## src/rtl/traffic_seq_ctrl_if.sv

```systemverilog
`default_nettype none
// ============================================================================
//  Module   : traffic_seq_ctrl_if
//  Purpose  : Main-FIFO push path and per-destination pop lanes of the
//             traffic sequencer.
//  Revision : 1.0  initial release
// ============================================================================
interface traffic_seq_ctrl_if #(
   parameter int DATA_W = 6,
   parameter int N_DEST = 2
);
   logic [DATA_W-1:0] data_in;
   logic              push_data_in;
   logic              MAIN_FIFO_pause;
   logic [N_DEST-1:0] almost_empty;
   logic [N_DEST-1:0] pop_D;

   modport master (
      output data_in, push_data_in, pop_D,
      input  MAIN_FIFO_pause, almost_empty
   );

   modport slave (
      input  data_in, push_data_in, pop_D,
      output MAIN_FIFO_pause, almost_empty
   );
endinterface
`default_nettype wire

```

## src/rtl/traffic_seq_ctrl.sv

```systemverilog
`default_nettype none
// ============================================================================
//  Module   : traffic_seq_ctrl
//  Purpose  : Holds the device in reset, programs FIFO thresholds, then
//             streams a counter/LFSR pattern into the main FIFO.
//  Revision : 1.0  initial release
// ============================================================================
module traffic_seq_ctrl #(
   parameter int DATA_W    = 6,
   parameter int PTR_L     = 5,
   parameter int N_DEST    = 2,
   parameter int HOLD_CYC  = 10,
   parameter int RUN_LEN   = 50,
   parameter int DRAIN_LEN = 50,
   parameter int CNT_W     = 16
) (
   input  logic                clk,
   input  logic                reset,
   input  logic                start,
   input  logic                abort,
   input  logic                mode,
   input  logic [15:0]         seed,
   input  logic                pop_enable,
   input  logic [PTR_L-1:0]    cfg_M_full,
   input  logic [PTR_L-1:0]    cfg_M_empty,
   input  logic [PTR_L-1:0]    cfg_V_full,
   input  logic [PTR_L-1:0]    cfg_V_empty,
   input  logic [PTR_L-1:0]    cfg_D_full,
   input  logic [PTR_L-1:0]    cfg_D_empty,
   output logic                dut_reset_n,
   output logic [PTR_L-1:0]    umbral_M_full,
   output logic [PTR_L-1:0]    umbral_M_empty,
   output logic [PTR_L-1:0]    umbral_V_full,
   output logic [PTR_L-1:0]    umbral_V_empty,
   output logic [PTR_L-1:0]    umbral_D_full,
   output logic [PTR_L-1:0]    umbral_D_empty,
   output logic [CNT_W-1:0]    sent_count,
   output logic                busy,
   output logic                done,
   traffic_seq_ctrl_if.master  bus
);

   localparam int c_MAX_LEN = (HOLD_CYC > RUN_LEN) ?
                              ((HOLD_CYC > DRAIN_LEN) ? HOLD_CYC : DRAIN_LEN) :
                              ((RUN_LEN  > DRAIN_LEN) ? RUN_LEN  : DRAIN_LEN);
   localparam int c_CYC_W   = (c_MAX_LEN > 1) ? $clog2(c_MAX_LEN) : 1;

   localparam logic [c_CYC_W-1:0] c_HOLD_LAST  = c_CYC_W'(HOLD_CYC - 1);
   localparam logic [c_CYC_W-1:0] c_RUN_LAST   = c_CYC_W'(RUN_LEN - 1);
   localparam logic [c_CYC_W-1:0] c_DRAIN_LAST = c_CYC_W'(DRAIN_LEN - 1);
   localparam logic [15:0]        c_LFSR_INIT  = 16'hACE1;
   localparam logic [15:0]        c_LFSR_MASK  = 16'hB400;

   typedef enum logic [2:0] {
      S_IDLE   = 3'd0,
      S_HOLD   = 3'd1,
      S_CONFIG = 3'd2,
      S_RUN    = 3'd3,
      S_DRAIN  = 3'd4,
      S_DONE   = 3'd5
   } state_t;

   state_t             r_state,  w_state;
   logic [c_CYC_W-1:0] r_cyc,    w_cyc;
   logic               r_mode,   w_mode;
   logic [DATA_W-1:0]  r_cnt,    w_cnt;
   logic [15:0]        r_lfsr,   w_lfsr;
   logic               r_dut_reset_n, w_dut_reset_n;
   logic [DATA_W-1:0]  r_data,   w_data;
   logic               r_push,   w_push;
   logic [CNT_W-1:0]   r_sent,   w_sent;
   logic               r_busy,   w_busy;
   logic               r_done,   w_done;
   logic [PTR_L-1:0]   r_mf, r_me, r_vf, r_ve, r_df, r_de;
   logic [PTR_L-1:0]   w_mf, w_me, w_vf, w_ve, w_df, w_de;

   logic               w_start_seq;
   logic [DATA_W-1:0]  w_pattern;
   logic [15:0]        w_lfsr_step;
   logic [15:0]        w_lfsr_seed;

   assign w_pattern   = r_mode ? r_lfsr[DATA_W-1:0] : r_cnt;
   assign w_lfsr_step = {1'b0, r_lfsr[15:1]} ^ (r_lfsr[0] ? c_LFSR_MASK : 16'h0000);
   // A zero seed would lock the LFSR, so it falls back to the reset value.
   assign w_lfsr_seed = (seed == 16'h0000) ? c_LFSR_INIT : seed;

   always_comb begin
      w_state       = r_state;
      w_cyc         = r_cyc;
      w_mode        = r_mode;
      w_cnt         = r_cnt;
      w_lfsr        = r_lfsr;
      w_dut_reset_n = r_dut_reset_n;
      w_data        = '0;
      w_push        = 1'b0;
      w_sent        = r_sent;
      w_mf          = r_mf;
      w_me          = r_me;
      w_vf          = r_vf;
      w_ve          = r_ve;
      w_df          = r_df;
      w_de          = r_de;
      w_start_seq   = 1'b0;

      if (abort) begin
         w_state       = S_IDLE;
         w_dut_reset_n = 1'b0;
      end else begin
         case (r_state)
            S_IDLE: begin
               w_dut_reset_n = 1'b0;
               w_start_seq   = start;
            end
            S_HOLD: begin
               if (r_cyc == c_HOLD_LAST) begin
                  w_state       = S_CONFIG;
                  w_cyc         = '0;
                  w_dut_reset_n = 1'b1;
               end else begin
                  w_cyc = r_cyc + 1'b1;
               end
            end
            S_CONFIG: begin
               w_mf    = cfg_M_full;
               w_me    = cfg_M_empty;
               w_vf    = cfg_V_full;
               w_ve    = cfg_V_empty;
               w_df    = cfg_D_full;
               w_de    = cfg_D_empty;
               w_state = S_RUN;
               w_cyc   = '0;
            end
            S_RUN: begin
               if (!bus.MAIN_FIFO_pause) begin
                  w_push = 1'b1;
                  w_data = w_pattern;
                  w_cnt  = r_cnt + 1'b1;
                  w_lfsr = w_lfsr_step;
                  if (r_sent != {CNT_W{1'b1}}) begin
                     w_sent = r_sent + 1'b1;
                  end
               end
               if (r_cyc == c_RUN_LAST) begin
                  w_state = S_DRAIN;
                  w_cyc   = '0;
               end else begin
                  w_cyc = r_cyc + 1'b1;
               end
            end
            S_DRAIN: begin
               if (r_cyc == c_DRAIN_LAST) begin
                  w_state = S_DONE;
                  w_cyc   = '0;
               end else begin
                  w_cyc = r_cyc + 1'b1;
               end
            end
            S_DONE: begin
               w_start_seq = start;
            end
            default: begin
               w_state       = S_IDLE;
               w_dut_reset_n = 1'b0;
            end
         endcase
      end

      if (w_start_seq) begin
         w_state       = S_HOLD;
         w_cyc         = '0;
         w_sent        = '0;
         w_cnt         = seed[DATA_W-1:0];
         w_lfsr        = w_lfsr_seed;
         w_mode        = mode;
         w_dut_reset_n = 1'b0;
      end

      w_busy = (w_state != S_IDLE) && (w_state != S_DONE);
      w_done = (w_state == S_DONE);
   end

   always_ff @(posedge clk) begin
      if (reset) begin
         r_state       <= S_IDLE;
         r_cyc         <= '0;
         r_mode        <= 1'b0;
         r_cnt         <= '0;
         r_lfsr        <= c_LFSR_INIT;
         r_dut_reset_n <= 1'b0;
         r_data        <= '0;
         r_push        <= 1'b0;
         r_sent        <= '0;
         r_busy        <= 1'b0;
         r_done        <= 1'b0;
         r_mf          <= '0;
         r_me          <= '0;
         r_vf          <= '0;
         r_ve          <= '0;
         r_df          <= '0;
         r_de          <= '0;
      end else begin
         r_state       <= w_state;
         r_cyc         <= w_cyc;
         r_mode        <= w_mode;
         r_cnt         <= w_cnt;
         r_lfsr        <= w_lfsr;
         r_dut_reset_n <= w_dut_reset_n;
         r_data        <= w_data;
         r_push        <= w_push;
         r_sent        <= w_sent;
         r_busy        <= w_busy;
         r_done        <= w_done;
         r_mf          <= w_mf;
         r_me          <= w_me;
         r_vf          <= w_vf;
         r_ve          <= w_ve;
         r_df          <= w_df;
         r_de          <= w_de;
      end
   end

   // Pops follow the flags combinationally, gated only by registered state.
   assign bus.pop_D = (pop_enable && ((r_state == S_RUN) || (r_state == S_DRAIN))) ?
                      ~bus.almost_empty : '0;

   assign bus.data_in      = r_data;
   assign bus.push_data_in = r_push;
   assign dut_reset_n      = r_dut_reset_n;
   assign sent_count       = r_sent;
   assign busy             = r_busy;
   assign done             = r_done;
   assign umbral_M_full    = r_mf;
   assign umbral_M_empty   = r_me;
   assign umbral_V_full    = r_vf;
   assign umbral_V_empty   = r_ve;
   assign umbral_D_full    = r_df;
   assign umbral_D_empty   = r_de;

endmodule
`default_nettype wire

```

## src/flat_wrapper.sv

```systemverilog
// flat-port wrapper written by rule: the top's interface ports become plain ports
module traffic_seq_ctrl_flat 
#(
   parameter int DATA_W    = 6,
   parameter int PTR_L     = 5,
   parameter int N_DEST    = 2,
   parameter int HOLD_CYC  = 10,
   parameter int RUN_LEN   = 50,
   parameter int DRAIN_LEN = 50,
   parameter int CNT_W     = 16
)
  (clk, reset, start, abort, mode, seed, pop_enable, cfg_M_full, cfg_M_empty, cfg_V_full, cfg_V_empty, cfg_D_full, cfg_D_empty, dut_reset_n, umbral_M_full, umbral_M_empty, umbral_V_full, umbral_V_empty, umbral_D_full, umbral_D_empty, sent_count, busy, done, bus_data_in, bus_push_data_in, bus_pop_D, bus_MAIN_FIFO_pause, bus_almost_empty);
  traffic_seq_ctrl_if #(.DATA_W(DATA_W), .N_DEST(N_DEST)) bus_i ();
  input  logic clk;
  input  logic reset;
  input  logic start;
  input  logic abort;
  input  logic mode;
  input  logic [15:0] seed;
  input  logic pop_enable;
  input  logic [PTR_L-1:0] cfg_M_full;
  input  logic [PTR_L-1:0] cfg_M_empty;
  input  logic [PTR_L-1:0] cfg_V_full;
  input  logic [PTR_L-1:0] cfg_V_empty;
  input  logic [PTR_L-1:0] cfg_D_full;
  input  logic [PTR_L-1:0] cfg_D_empty;
  output logic dut_reset_n;
  output logic [PTR_L-1:0] umbral_M_full;
  output logic [PTR_L-1:0] umbral_M_empty;
  output logic [PTR_L-1:0] umbral_V_full;
  output logic [PTR_L-1:0] umbral_V_empty;
  output logic [PTR_L-1:0] umbral_D_full;
  output logic [PTR_L-1:0] umbral_D_empty;
  output logic [CNT_W-1:0] sent_count;
  output logic busy;
  output logic done;
  output wire logic [$bits(bus_i.data_in)-1:0] bus_data_in;
  output wire logic [$bits(bus_i.push_data_in)-1:0] bus_push_data_in;
  output wire logic [$bits(bus_i.pop_D)-1:0] bus_pop_D;
  input wire logic [$bits(bus_i.MAIN_FIFO_pause)-1:0] bus_MAIN_FIFO_pause;
  input wire logic [$bits(bus_i.almost_empty)-1:0] bus_almost_empty;
  assign bus_data_in = bus_i.data_in;
  assign bus_push_data_in = bus_i.push_data_in;
  assign bus_pop_D = bus_i.pop_D;
  assign bus_i.MAIN_FIFO_pause = bus_MAIN_FIFO_pause;
  assign bus_i.almost_empty = bus_almost_empty;
  traffic_seq_ctrl #(.DATA_W(DATA_W), .PTR_L(PTR_L), .N_DEST(N_DEST), .HOLD_CYC(HOLD_CYC), .RUN_LEN(RUN_LEN), .DRAIN_LEN(DRAIN_LEN), .CNT_W(CNT_W)) u_core (.clk(clk), .reset(reset), .start(start), .abort(abort), .mode(mode), .seed(seed), .pop_enable(pop_enable), .cfg_M_full(cfg_M_full), .cfg_M_empty(cfg_M_empty), .cfg_V_full(cfg_V_full), .cfg_V_empty(cfg_V_empty), .cfg_D_full(cfg_D_full), .cfg_D_empty(cfg_D_empty), .dut_reset_n(dut_reset_n), .umbral_M_full(umbral_M_full), .umbral_M_empty(umbral_M_empty), .umbral_V_full(umbral_V_full), .umbral_V_empty(umbral_V_empty), .umbral_D_full(umbral_D_full), .umbral_D_empty(umbral_D_empty), .sent_count(sent_count), .busy(busy), .done(done), .bus(bus_i));
endmodule
```

## config.mk

```make
export PLATFORM = sky130hd
export DESIGN_NAME = traffic_seq_ctrl_flat
export DESIGN_NICKNAME = d
export VERILOG_FILES = /design/src/rtl/traffic_seq_ctrl_if.sv /design/src/rtl/traffic_seq_ctrl.sv /design/src/flat_wrapper.sv
export SDC_FILE = /design/constraint.sdc
export NUM_CORES = 1
export LEC_CHECK = 0
export CORE_MARGIN = 2
export CORE_UTILIZATION = 30
export CTS_CLUSTER_SIZE = 10
export DETAILED_ROUTE_END_ITERATION = 12
export GPL_TIMING_DRIVEN = 0
export HOLD_SLACK_MARGIN = 0.08
export PLACE_DENSITY = 0.58
export SKIP_CTS_REPAIR_TIMING = 1
export SLEW_MARGIN = 10
export SYNTH_ARGS = -nofsm -noshare
export SYNTH_HDL_FRONTEND = slang
export SYNTH_SLANG_ARGS = --single-unit
```

## constraint.sdc

```tcl
create_clock -name clk -period 2.36 [get_ports clk]
set_clock_uncertainty 0.1 [all_clocks]
set_input_delay 0.708 -clock clk [delete_from_list [all_inputs] [get_ports clk]]
set_output_delay 0.708 -clock clk [all_outputs]
set_load 0.05 [all_outputs]
```

==> reports/summary.txt <==
Initial Utilization = 31.0%
Yosys warns = 0
Deepest clock path buffer count = 2
Final Non-Filler Cells = 776
Setup crit start kind = flip-flop
Drt wl/cell = 14.3 microns
Final worst slack = 0.0450 ns
Largest delay share family, worst path = buffers and inverters
Worst r2r dst = u_core.busy
Final min period = 2.32 ns
R2R cell count = 7
Synthesized area = 0.00396 sq mm
Seq. cell area = 0.00177 sq mm
VDD IR-drop max = 303 uV
CTS Buf Count = 9
H-tree Lvls = 3
Hold Path End = u_core.umbral_V_full[0]
CP Max Fanout = 3
Core Area = 0.0128 sq mm
Most used DFF post-synth = dfxtp_1
Largest net degree at the start of global routing = 16
Worst Hold Launch = u_core.umbral_V_full[0]
# setup viols final = 0
Util after Layout = 44.5%
CP Buf/Inv Count = 1
Worst-path cell chain = clkdlybuf4s50_1
Die span in y = 119 microns
CTS tree = built
Starting DRT DRC Count = 183
Static Leakage = 0.00224 uW
Filler cells = 1,267
R2r setup slk = 0.41 ns
RSZ-0062 raised after global routing = no
FF+latch count, synth = 88
Slew headroom = 48.3%
Max Fclk = 0.432 GHz
Final WL = 11,100 microns
Worst R2R Start = u_core.r_cyc[1]
Worst path arrival time = 1.51 ns
Die area = 0.0141 sq mm
Placed cell count = 759
Clock Latency Late Sink = 0.34 ns
First-pass GRT wire length = 18,200 microns
Critical path required time = 1.55 ns
Worst min path class = flip-flop to flip-flop
Post-synth net total = 536
Asr flop ratio synth = 0%
CP peak stage delay = 0.82 ns
Slowest CP cell = clkdlybuf4s50_1
DR DRC count = 0
DP Worst Slack = -0.594 ns
Max cap viols = 0
Yosys cell types = 55
Ports = 113
Layout area overhead = 43.6%
Rows = 41
Clock slew at reported path FFs = 0.06 ns
Worst Setup End Kind = primary output
Count of clock tree sinks = 88
Gate Count Post-Synth = 477
Gr ovfl total = 0
Final net count = 658
EDFF count, synth = 0
Final Hold Violating Endpoints = 0
Crit path kind = flip-flop to primary output
Slew @ Worst Pin = 0.769 ns
Layout cells sized above 1 = 9.93%
Vias in the first global route = 3,662
Port Buffers = 110
DRT Pass-1 Iters = 4
Gp weighted congestion = 0.858
Remaining antenna violation count after routing = 0
Post-synthesis sequential area ratio = 44.5%
Initial antenna violation count = 0
Vias after detailed routing = 3,792
Ant diodes = 0
Slew Limit Fails = 0
Vias per Instance = 4.89
Root Buffer = clkbuf_16
Final period util = 98.1%
GR Util All Layers = 15.9%
Post-DP HPWL = 8230 microns
Die width = 119 microns
Power density over cell area = 563 mW/mm^2
Hold depth = 2
Multi-input gate area = 0.00206 sq mm
Mean Syn Cell Area = 8.31 sq um
Run status = completed
-- per-stage QoR --
step	TNS [ns]	instance area [sq um]	total power [uW]	hold WS (ns)
3_3_place_gp	-9.02	5280	1810	0.342
2_1_floorplan	0	3960	1670	0.325
4_1_cts	-2.37	5580	3250	0.356
3_5_place_dp	-9.23	5280	1810	0.347
5_1_grt	0	5690	3330	0.371
6_report	0	5690	3210	0.354
-- cell usage in the layout, fill, tap and decap left out, drive strengths merged, types with 4 or more instances in the layout --
cell | netlist | routed
nand3 | 9 | 9
a311oi | 6 | 6
a21oi | 45 | 45
and3 | 7 | 7
nor4 | 7 | 7
clkdlybuf4s50 | 0 | 91
nand2b | 5 | 5
buf | 18 | 19
ha | 4 | 4
xor2 | 6 | 6
nor3 | 20 | 20
nand4 | 6 | 6
clkbuf | 12 | 24
or3 | 4 | 4
dfxtp | 88 | 88
dlymetal6s2s | 0 | 17
inv | 4 | 4
o21ai | 14 | 14
nand2 | 103 | 103
and4 | 7 | 7
a22oi | 5 | 5
xnor2 | 16 | 16
and2 | 5 | 5
mux2i | 6 | 6
nor2b | 4 | 4
nor2 | 45 | 45
a31oi | 4 | 4
-- logic make-up (layout without fill, tap and decap cells) --
logic type	count (synthesis)	in the layout	share of synthesized area, %
buffers and inverters	34	161	4.42
AO/OA/AOI/OAI	92	92	14.7
multiplexers	7	7	1.80
AND/OR/NAND/NOR	230	230	28.5
flip-flops	88	88	44.5
XOR/XNOR	22	22	4.86
adder cells (fa/ha/maj)	4	4	1.26
-- power breakdown --
| group | internal, uW | total, uW | switching [uW] | leakage, uW |
|---|---|---|---|---|
| clock network | 824 | 1430 | 603 | 0.000135 |
| registers | 1510 | 1530 | 19.6 | 0.000715 |
| logic | 133 | 250 | 118 | 0.00139 |
-- cells in the mapped netlist, types with 2 or more instances --
| library cell | n | share of area (%) |
|---|---|---|
| nand2_1 | 101 | 9.6 |
| dfxtp_1 | 88 | 44 |
| a21oi_1 | 45 | 5.7 |
| nor2_1 | 44 | 4.2 |
| nor3_1 | 18 | 2.3 |
| xnor2_1 | 16 | 3.5 |
| clkbuf_1 | 12 | 1.1 |
| buf_2 | 11 | 1.4 |
| nand3_1 | 9 | 1.1 |
| o21ai_0 | 9 | 1.1 |
| and3_1 | 7 | 1.1 |
| and4_1 | 7 | 1.5 |
| mux2i_1 | 6 | 1.5 |
| nor4_1 | 6 | 0.95 |
| xor2_1 | 6 | 1.3 |
| a22oi_1 | 5 | 0.95 |
| a311oi_1 | 5 | 1.1 |
| and2_1 | 5 | 0.79 |
| nand2b_1 | 5 | 0.79 |
| nand4_1 | 5 | 0.79 |
| o21ai_1 | 5 | 0.63 |
| a31oi_1 | 4 | 0.63 |
| ha_1 | 4 | 1.3 |
| inv_1 | 4 | 0.38 |
| nor2b_1 | 4 | 0.63 |
| or3_1 | 4 | 0.63 |
| a211oi_1 | 3 | 0.57 |
| a221oi_2 | 3 | 1.1 |
| buf_4 | 3 | 0.57 |
| buf_6 | 3 | 0.85 |
| nor4b_2 | 3 | 1.1 |
| a21o_1 | 2 | 0.38 |
| nand2_2 | 2 | 0.32 |
| o21a_1 | 2 | 0.38 |
-- area by class of cell --
| type | instances | area share (%) |
|---|---|---|
| well taps | 172 | 3.78 |
| repair buffers | 111 | 20.3 |
| clock buffers | 10 | 4.02 |
| inverters | 4 | 0.264 |
| plain buffers | 30 | 3.14 |
| flip-flops and latches | 88 | 31.1 |
| multi-input cells | 355 | 36.2 |
| clock inverters | 6 | 1.23 |
-- worst max path at each step --
| stage | from | endpoint | cells past startpoint |
|---|---|---|---|
| final | u_core.dut_reset_n | dut_reset_n | 1 |
| after global placement | pop_enable | bus_pop_D[1] | 4 |
| after floorplan | u_core.r_state[0] | bus_pop_D[0] | 5 |
| after global routing | u_core.dut_reset_n | dut_reset_n | 1 |
| after detailed placement | pop_enable | bus_pop_D[1] | 4 |
| after CTS | u_core.r_state[0] | bus_pop_D[1] | 6 |
-- metal layers --
metal	GRT usage (%)	wire length [microns]	part of all wire, %
met3	4.02	544	4.9
met2	25.9	5270	47
met4	5.36	129	1.2
met1	20.6	5190	47
met5	0	0	0
-- flip-flops by register name (all words and copies together) (netlist names), 3 cells and up --
signal and count:
u_core.umbral_D_full 5, u_core.umbral_V_empty 5, u_core.r_lfsr 16, u_core.umbral_D_empty 5
u_core.umbral_V_full 5, u_core.r_cnt 6, u_core.r_state 3, u_core.umbral_M_full 5
u_core.sent_count 16, u_core.bus.data_in 6, u_core.r_cyc 6, u_core.umbral_M_empty 5
Note: power is estimated with default switching activity, not from simulation.
